### src/rtl/cg_result_writeback.sv
// cg_result_writeback
//   Write-back sequencer behind the CG ALU stage. It accepts per-word X/R/P
//   update vectors and drives the write ports of memories X, R and P.
//   Outputs are registered, and addresses auto-increment within each vector.
//   A full iteration is one X/R vector followed by one P vector. After that
//   the block pulses iter_done and bumps iteration_count. finish_all halts the
//   block until reset.
//
// Ports
//   clk, reset        clock, synchronous active-high reset
//   start             leave idle and begin accepting X/R words
//   memory{X,R,P}_input  ALU update words (no_of_units*element_width bits)
//   we_xr, we_p       ALU strobes for the X/R word pair and for the P word
//   finish_all        ALU solve complete; enters the terminal halt state
//   mem{X,R,P}_wr_*   registered write data / address / enable
//   iter_done         one-cycle pulse per completed iteration
//   iteration_count   completed iterations (wraps at 2^32)
//   seq_error         sticky: strobe arrived in the wrong phase
//   halted            high once the halt state is entered
//
// Optional: define WB_ITER_LIMIT_EN to add parameter max_iterations and output
//   iter_limit_hit. The block halts itself after max_iterations iterations.
module cg_result_writeback #(
  parameter int number_of_clusters              = 40,
  parameter int number_of_equations_per_cluster = 19,
  parameter int element_width                   = 32,
  parameter int no_of_units                     = 8,
  parameter int memories_address_width          = 20
`ifdef WB_ITER_LIMIT_EN
  , parameter int max_iterations                = 1000
`endif
) (
  input  logic                                    clk,
  input  logic                                    reset,
  input  logic                                    start,
  input  logic [no_of_units*element_width-1:0]    memoryX_input,
  input  logic [no_of_units*element_width-1:0]    memoryR_input,
  input  logic [no_of_units*element_width-1:0]    memoryP_input,
  input  logic                                    we_xr,
  input  logic                                    we_p,
  input  logic                                    finish_all,
  output logic [no_of_units*element_width-1:0]    memX_wr_data,
  output logic [no_of_units*element_width-1:0]    memR_wr_data,
  output logic [no_of_units*element_width-1:0]    memP_wr_data,
  output logic [memories_address_width-1:0]       memX_wr_addr,
  output logic [memories_address_width-1:0]       memR_wr_addr,
  output logic [memories_address_width-1:0]       memP_wr_addr,
  output logic                                    memX_we,
  output logic                                    memR_we,
  output logic                                    memP_we,
  output logic                                    iter_done,
  output logic [31:0]                             iteration_count,
  output logic                                    seq_error,
  output logic                                    halted
`ifdef WB_ITER_LIMIT_EN
  , output logic                                  iter_limit_hit
`endif
);

  localparam int WPV = (number_of_clusters * number_of_equations_per_cluster
                        + no_of_units - 1) / no_of_units;
  localparam logic [31:0] WPV_LAST = 32'(WPV - 1);

  typedef enum logic [2:0] {S_IDLE, S_XR, S_P, S_ITER, S_HALT} state_t;

  state_t      state, state_n;
  logic [31:0] cnt, cnt_n;
  logic        xr_acc, p_acc, err_set, iter_pulse, halt_n;
  logic        lim_reached;

`ifdef WB_ITER_LIMIT_EN
  assign lim_reached = (iteration_count + 32'd1) == 32'(max_iterations);
`else
  assign lim_reached = 1'b0;
`endif

  // State register and word counter
  always_ff @(posedge clk) begin
    if (reset) begin
      state <= S_IDLE;
      cnt   <= '0;
    end else begin
      state <= state_n;
      cnt   <= cnt_n;
    end
  end

  // Next-state / counter logic
  always_comb begin
    state_n = state;
    cnt_n   = cnt;
    case (state)
      S_IDLE: if (start) state_n = S_XR;
      S_XR: if (we_xr) begin
        if (cnt == WPV_LAST) begin
          cnt_n   = '0;
          state_n = S_P;
        end else begin
          cnt_n = cnt + 32'd1;
        end
      end
      S_P: if (we_p) begin
        if (cnt == WPV_LAST) begin
          cnt_n   = '0;
          state_n = S_ITER;
        end else begin
          cnt_n = cnt + 32'd1;
        end
      end
      S_ITER: state_n = lim_reached ? S_HALT : S_XR;
      S_HALT: state_n = S_HALT;
      default: state_n = S_IDLE;
    endcase
    // finish_all overrides the phase transition, but a strobe taken in the
    // same cycle has already advanced the counter and is still written.
    if (finish_all && state != S_HALT) state_n = S_HALT;
  end

  // Per-cycle decisions that feed the registered outputs
  always_comb begin
    xr_acc     = (state == S_XR) && we_xr;
    p_acc      = (state == S_P)  && we_p;
    err_set    = ((state == S_XR) && we_p) || ((state == S_P) && we_xr);
    iter_pulse = (state == S_ITER);
    halt_n     = (state_n == S_HALT);
  end

  // Registered outputs
  always_ff @(posedge clk) begin
    if (reset) begin
      memX_wr_data    <= '0;
      memR_wr_data    <= '0;
      memP_wr_data    <= '0;
      memX_wr_addr    <= '0;
      memR_wr_addr    <= '0;
      memP_wr_addr    <= '0;
      memX_we         <= 1'b0;
      memR_we         <= 1'b0;
      memP_we         <= 1'b0;
      iter_done       <= 1'b0;
      iteration_count <= '0;
      seq_error       <= 1'b0;
      halted          <= 1'b0;
    end else begin
      memX_we   <= xr_acc;
      memR_we   <= xr_acc;
      memP_we   <= p_acc;
      iter_done <= iter_pulse;
      if (xr_acc) begin
        memX_wr_data <= memoryX_input;
        memR_wr_data <= memoryR_input;
        memX_wr_addr <= memories_address_width'(cnt);
        memR_wr_addr <= memories_address_width'(cnt);
      end
      if (p_acc) begin
        memP_wr_data <= memoryP_input;
        memP_wr_addr <= memories_address_width'(cnt);
      end
      if (iter_pulse) iteration_count <= iteration_count + 32'd1;
      if (err_set)    seq_error       <= 1'b1;
      if (halt_n)     halted          <= 1'b1;
    end
  end

`ifdef WB_ITER_LIMIT_EN
  always_ff @(posedge clk) begin
    if (reset)                           iter_limit_hit <= 1'b0;
    else if (iter_pulse && lim_reached)  iter_limit_hit <= 1'b1;
  end
`endif

endmodule

### config.mk
export PLATFORM = sky130hd
export DESIGN_NAME = cg_result_writeback
export DESIGN_NICKNAME = d
export VERILOG_FILES = /design/src/rtl/cg_result_writeback.sv
export SDC_FILE = /design/constraint.sdc
export NUM_CORES = 2
export LEC_CHECK = 0
export CORE_AREA = 2 2 645 647
export DETAILED_ROUTE_END_ITERATION = 10
export DIE_AREA = 0 0 647 649
export PLACE_DENSITY = 0.37
export SYNTH_ARGS = -nofsm -noshare
export SYNTH_HDL_FRONTEND = slang
export SYNTH_SLANG_ARGS = --single-unit
### constraint.sdc
create_clock -name clk -period 2 [get_ports clk]
set_input_delay 0.4 -clock clk [delete_from_list [all_inputs] [get_ports clk]]
set_output_delay 0.4 -clock clk [all_outputs]
set_load 0.02 [all_outputs]
==> results.md <==
- Sequential share of power: ~38%
- Cts bufs inserted: between 100 and 150
- Yosys synthesis warning count: 0
- Distinct cells, synth: 39
- Post-DR wirelength/cell: ~29 um
- Vias in the first global route: 35.2k
- Total power draw: 47.4 mW
- Clk buf depth: 4
- Total congestion overflow: 0
- Area Growth Syn to Fin: 98.2%
- Setup violations, final: 4
- Clock share of power: a little over half
- CP endpoint kind: register
- Crit-path slowest cell: dfxtp_2
- Worst-Margin Slew: 695 ps
- Final Hold Vio Count: 0
- Register area share after synthesis: 56.9%
- Max Cap Viol: 0
- Top cells by area, synth: dfxtp_1, nand2_1, a21oi_1, clkbuf_1, buf_2
- Die width: ~650 um
- Via count: around 36k
- Cell Int Power: ~35 mW
- Hold path start: memoryR_input[3]
- Worst-path clk slew: ~60 ps
- Row Count: around 240
- Setup Crit Path Kind: register to register
- EDFF count, synth: 0
- Placer Congestion: around 0.93
- Synth top area share: 56.9%
- Sw Ratio: ~26%
- H-tree levels: 4
- DRC violations left: 0
- CP Cell Sequence: buf_6, inv_4, nor4b_4, buf_4, buf_16, buf_16, clkbuf_16, clkbuf_16, nand2_4, a21oi_2
- Fin crit share: 100%
- Clock sinks: between 800 and 900
- Crit path buffers/inverters: 7
- Die area: roughly 420000 sq um
- Initial DRT Pass Iterations: 7
- IO Count: approximately 1.6k
- Hold depth: 3
- Gate power share: about 8.5%
- Worst EP required: about 2800 ps
- Root buffer cell: clkbuf_16
- Worst endpoint data arrival time: roughly 2800 ps
- CP startpoint kind: register
- Main synth FF type: dfxtp_1
- Min Tclk post-route: 2010 ps
- R2r worst-path depth: 10
- Leakage: 21.1 nW
- CORE AREA: 413000 sq um
- Asr flop ratio synth: 0%
- Drt total wl: ~330 mm
- VDD IR-drop max: 630 uV
- Syn_nets: 4709
- GRT Overall Usage: between 10 and 15%
- Worst stage delay on the critical path: around 340 ps
- Syn avg cell area: about 7.9 sq um
- Initial antenna violation count: 228
- Worst reg2reg setup slack: -5 ps
- Fillers: 46.9k
- Initial Utilization: 7.51%
- Vias per cell: about 3.2
- Pwr/cell area: between 700 and 800 nW/um^2
- Headroom to the max-slew limit: ~54%
- Netlist Area Pre-Place: between 30000 and 40000 sq um
- Synth cell count leaders: nand2_1, dfxtp_1, a21oi_1, clkbuf_1, buf_2
- Final setup TNS: -15.7 ps
- Clock Latency Late Sink: ~840 ps
- Die H: 649 um
- HPWL after detailed placement: 281 mm
- Largest net degree at the start of global routing: slightly below 100
- Post-Syn Instances: around 3.9k
- Detail Route Antenna Nets: 0
- RSZ-0062 raised after global routing: true
- R2r endpoint: memR_wr_addr[1]
- Fin worst setup slack: -5.37 ps
- Slew Limit Fails: 0
- Final #Nets: 6481
- Hold Path Sink: memR_wr_data[3]
- Initial detailed-routing violation count: between 2k and 2.5k
- Top Family by Delay on Critical Path: buffers and inverters
- Sw Pwr: around 12 mW
- Yosys reg bits: 880
- First-pass GRT wire length: 408 mm
- Failing checks: negative setup slack
- Reg2reg start: state[0]
- Final setup skew: about 46 ps
- Run status: finished, violations left
- Hold WC Path Type: input port to register
- Count leader, synth: nand2_1
- CP max FO: 8
- Layout cells sized above 1: 26.3%
- FMAX: around 500 MHz
- Yosys top cell by area: dfxtp_1
- CTS tree: built
- Input/output buffers: approximately 1.6k
[layout by cell type, fill, tap and decap left out, types with 13 or more instances in the layout]
cell / n
a21oi_1: 722
clkbuf_1: 26
nor2_1: 73
clkbuf_16: 156
clkdlybuf4s50_1: 772
nand2_2: 69
nand4_1: 29
dfxtp_2: 64
nand2_1: 1548
clkinv_2: 13
buf_2: 247
nor3_1: 13
nand3_1: 19
buf_6: 46
clkdlybuf4s15_2: 318
buf_12: 53
buf_16: 20
diode_2: 67
clkdlybuf4s15_1: 86
buf_4: 295
bufinv_16: 14
clkdlybuf4s18_2: 18
nand2_4: 22
buf_8: 16
dlygate4sd2_1: 40
clkbuf_8: 28
a21oi_2: 102
dlygate4sd3_1: 20
xor2_1: 21
dfxtp_1: 813
xnor2_1: 33
[metrics by stage]
step	cell area (sq um)	setup WS, ps	hold WS (ps)	utilization, %	instances
final	61400	-5.37	103	14.9	11300
after global routing	61300	-107	42.9	14.9	11300
after CTS	59600	-45.1	0.280	14.4	11200
after detailed placement	55000	-624	446	13.3	11000
after global placement	55000	-601	443	13.3	11000
after floorplan	31000	175	471	-	3932
[registers in the layout, summed over array words and instances, names as in the netlist]
signal           cells
state                3
memX_wr_data       256
memP_wr_addr        20
memP_we              1
memR_wr_data       256
iteration_count     32
cnt                 32
iter_done            1
memP_wr_data       256
halted               1
memR_wr_addr        20
memR_we              1
seq_error            1
[per-layer routing]
metal	vias up	routed length [um]	global-route usage, %
li1	16400	-	-
met5	-	611	0
met3	481	23400	4.48
met4	90	7520	3.49
met2	1453	167000	26.7
met1	17700	133000	17.3
[tightest hold or removal path, delay by kind of cell]
family	cells	cell delay (ps)
AOI/OAI and AO/OA	1	50
and+or+nand+nor	1	60
buffers and inverters	1	400
[layout make-up]
cell class / instances / area, sq um / share of cell area (%)
timing repair buffer: 1955 / 19300 / 31.4
sequential: 880 / 17700 / 28.8
multi-input combinational: 2725 / 12800 / 20.8
tap: 5474 / 6850 / 11.2
clock buffer: 189 / 3870 / 6.31
clock inverter: 47 / 718 / 1.17
antenna: 67 / 168 / 0.273
inverter: 8 / 32.5 / 0.0530
[power groups by stage]
stage                     logic, mW  registers [mW]  clock network, mW
after floorplan               0.634            18.4                  0
after global placement         3.91            18.2                  0
after detailed placement       3.90            18.2                  0
after CTS                      3.93            17.9               26.5
after global routing           4.24            17.9               27.0
final                          4.03            17.9               25.5
[repair_timing]
action	4_1_cts	5_1_grt
hold endpoints to repair	21	0
buffers inserted	8	21
endpoints found under the setup margin	1195	457
gates cloned	6	23
pin swaps	3	51
hold buffers	20	0
resized for setup	2673	279
[kinds of logic (layout without fill, tap and decap cells)]
group | count (synthesis) | after routing | synth area share, %
AOI/OAI and AO/OA | 839 | 839 | 13.7
DFF | 880 | 880 | 56.9
other | 0 | 67 | 0
xor gates and xnor gates | 54 | 54 | 1.53
adders and majority gates | 3 | 3 | 0.121
and+or+nand+nor | 1829 | 1829 | 23.2
buffers and inverters | 327 | 2199 | 4.55
[worst max path at each step]
stage | start | endpoint | slack, ps | cells past startpoint
CTS | iteration_count[2] | iteration_count[2] | -50 | 2
detailed placement | we_xr | memR_wr_data[0] | -620 | 8
global placement | we_xr | memR_wr_data[0] | -600 | 8
floorplan | state[0] | cnt[29] | 170 | 6
global route | state[0] | cnt[23] | -110 | 9
finish | state[0] | memR_wr_addr[1] | -5 | 10
No activity file was read; power rests on OpenSTA's default activity.
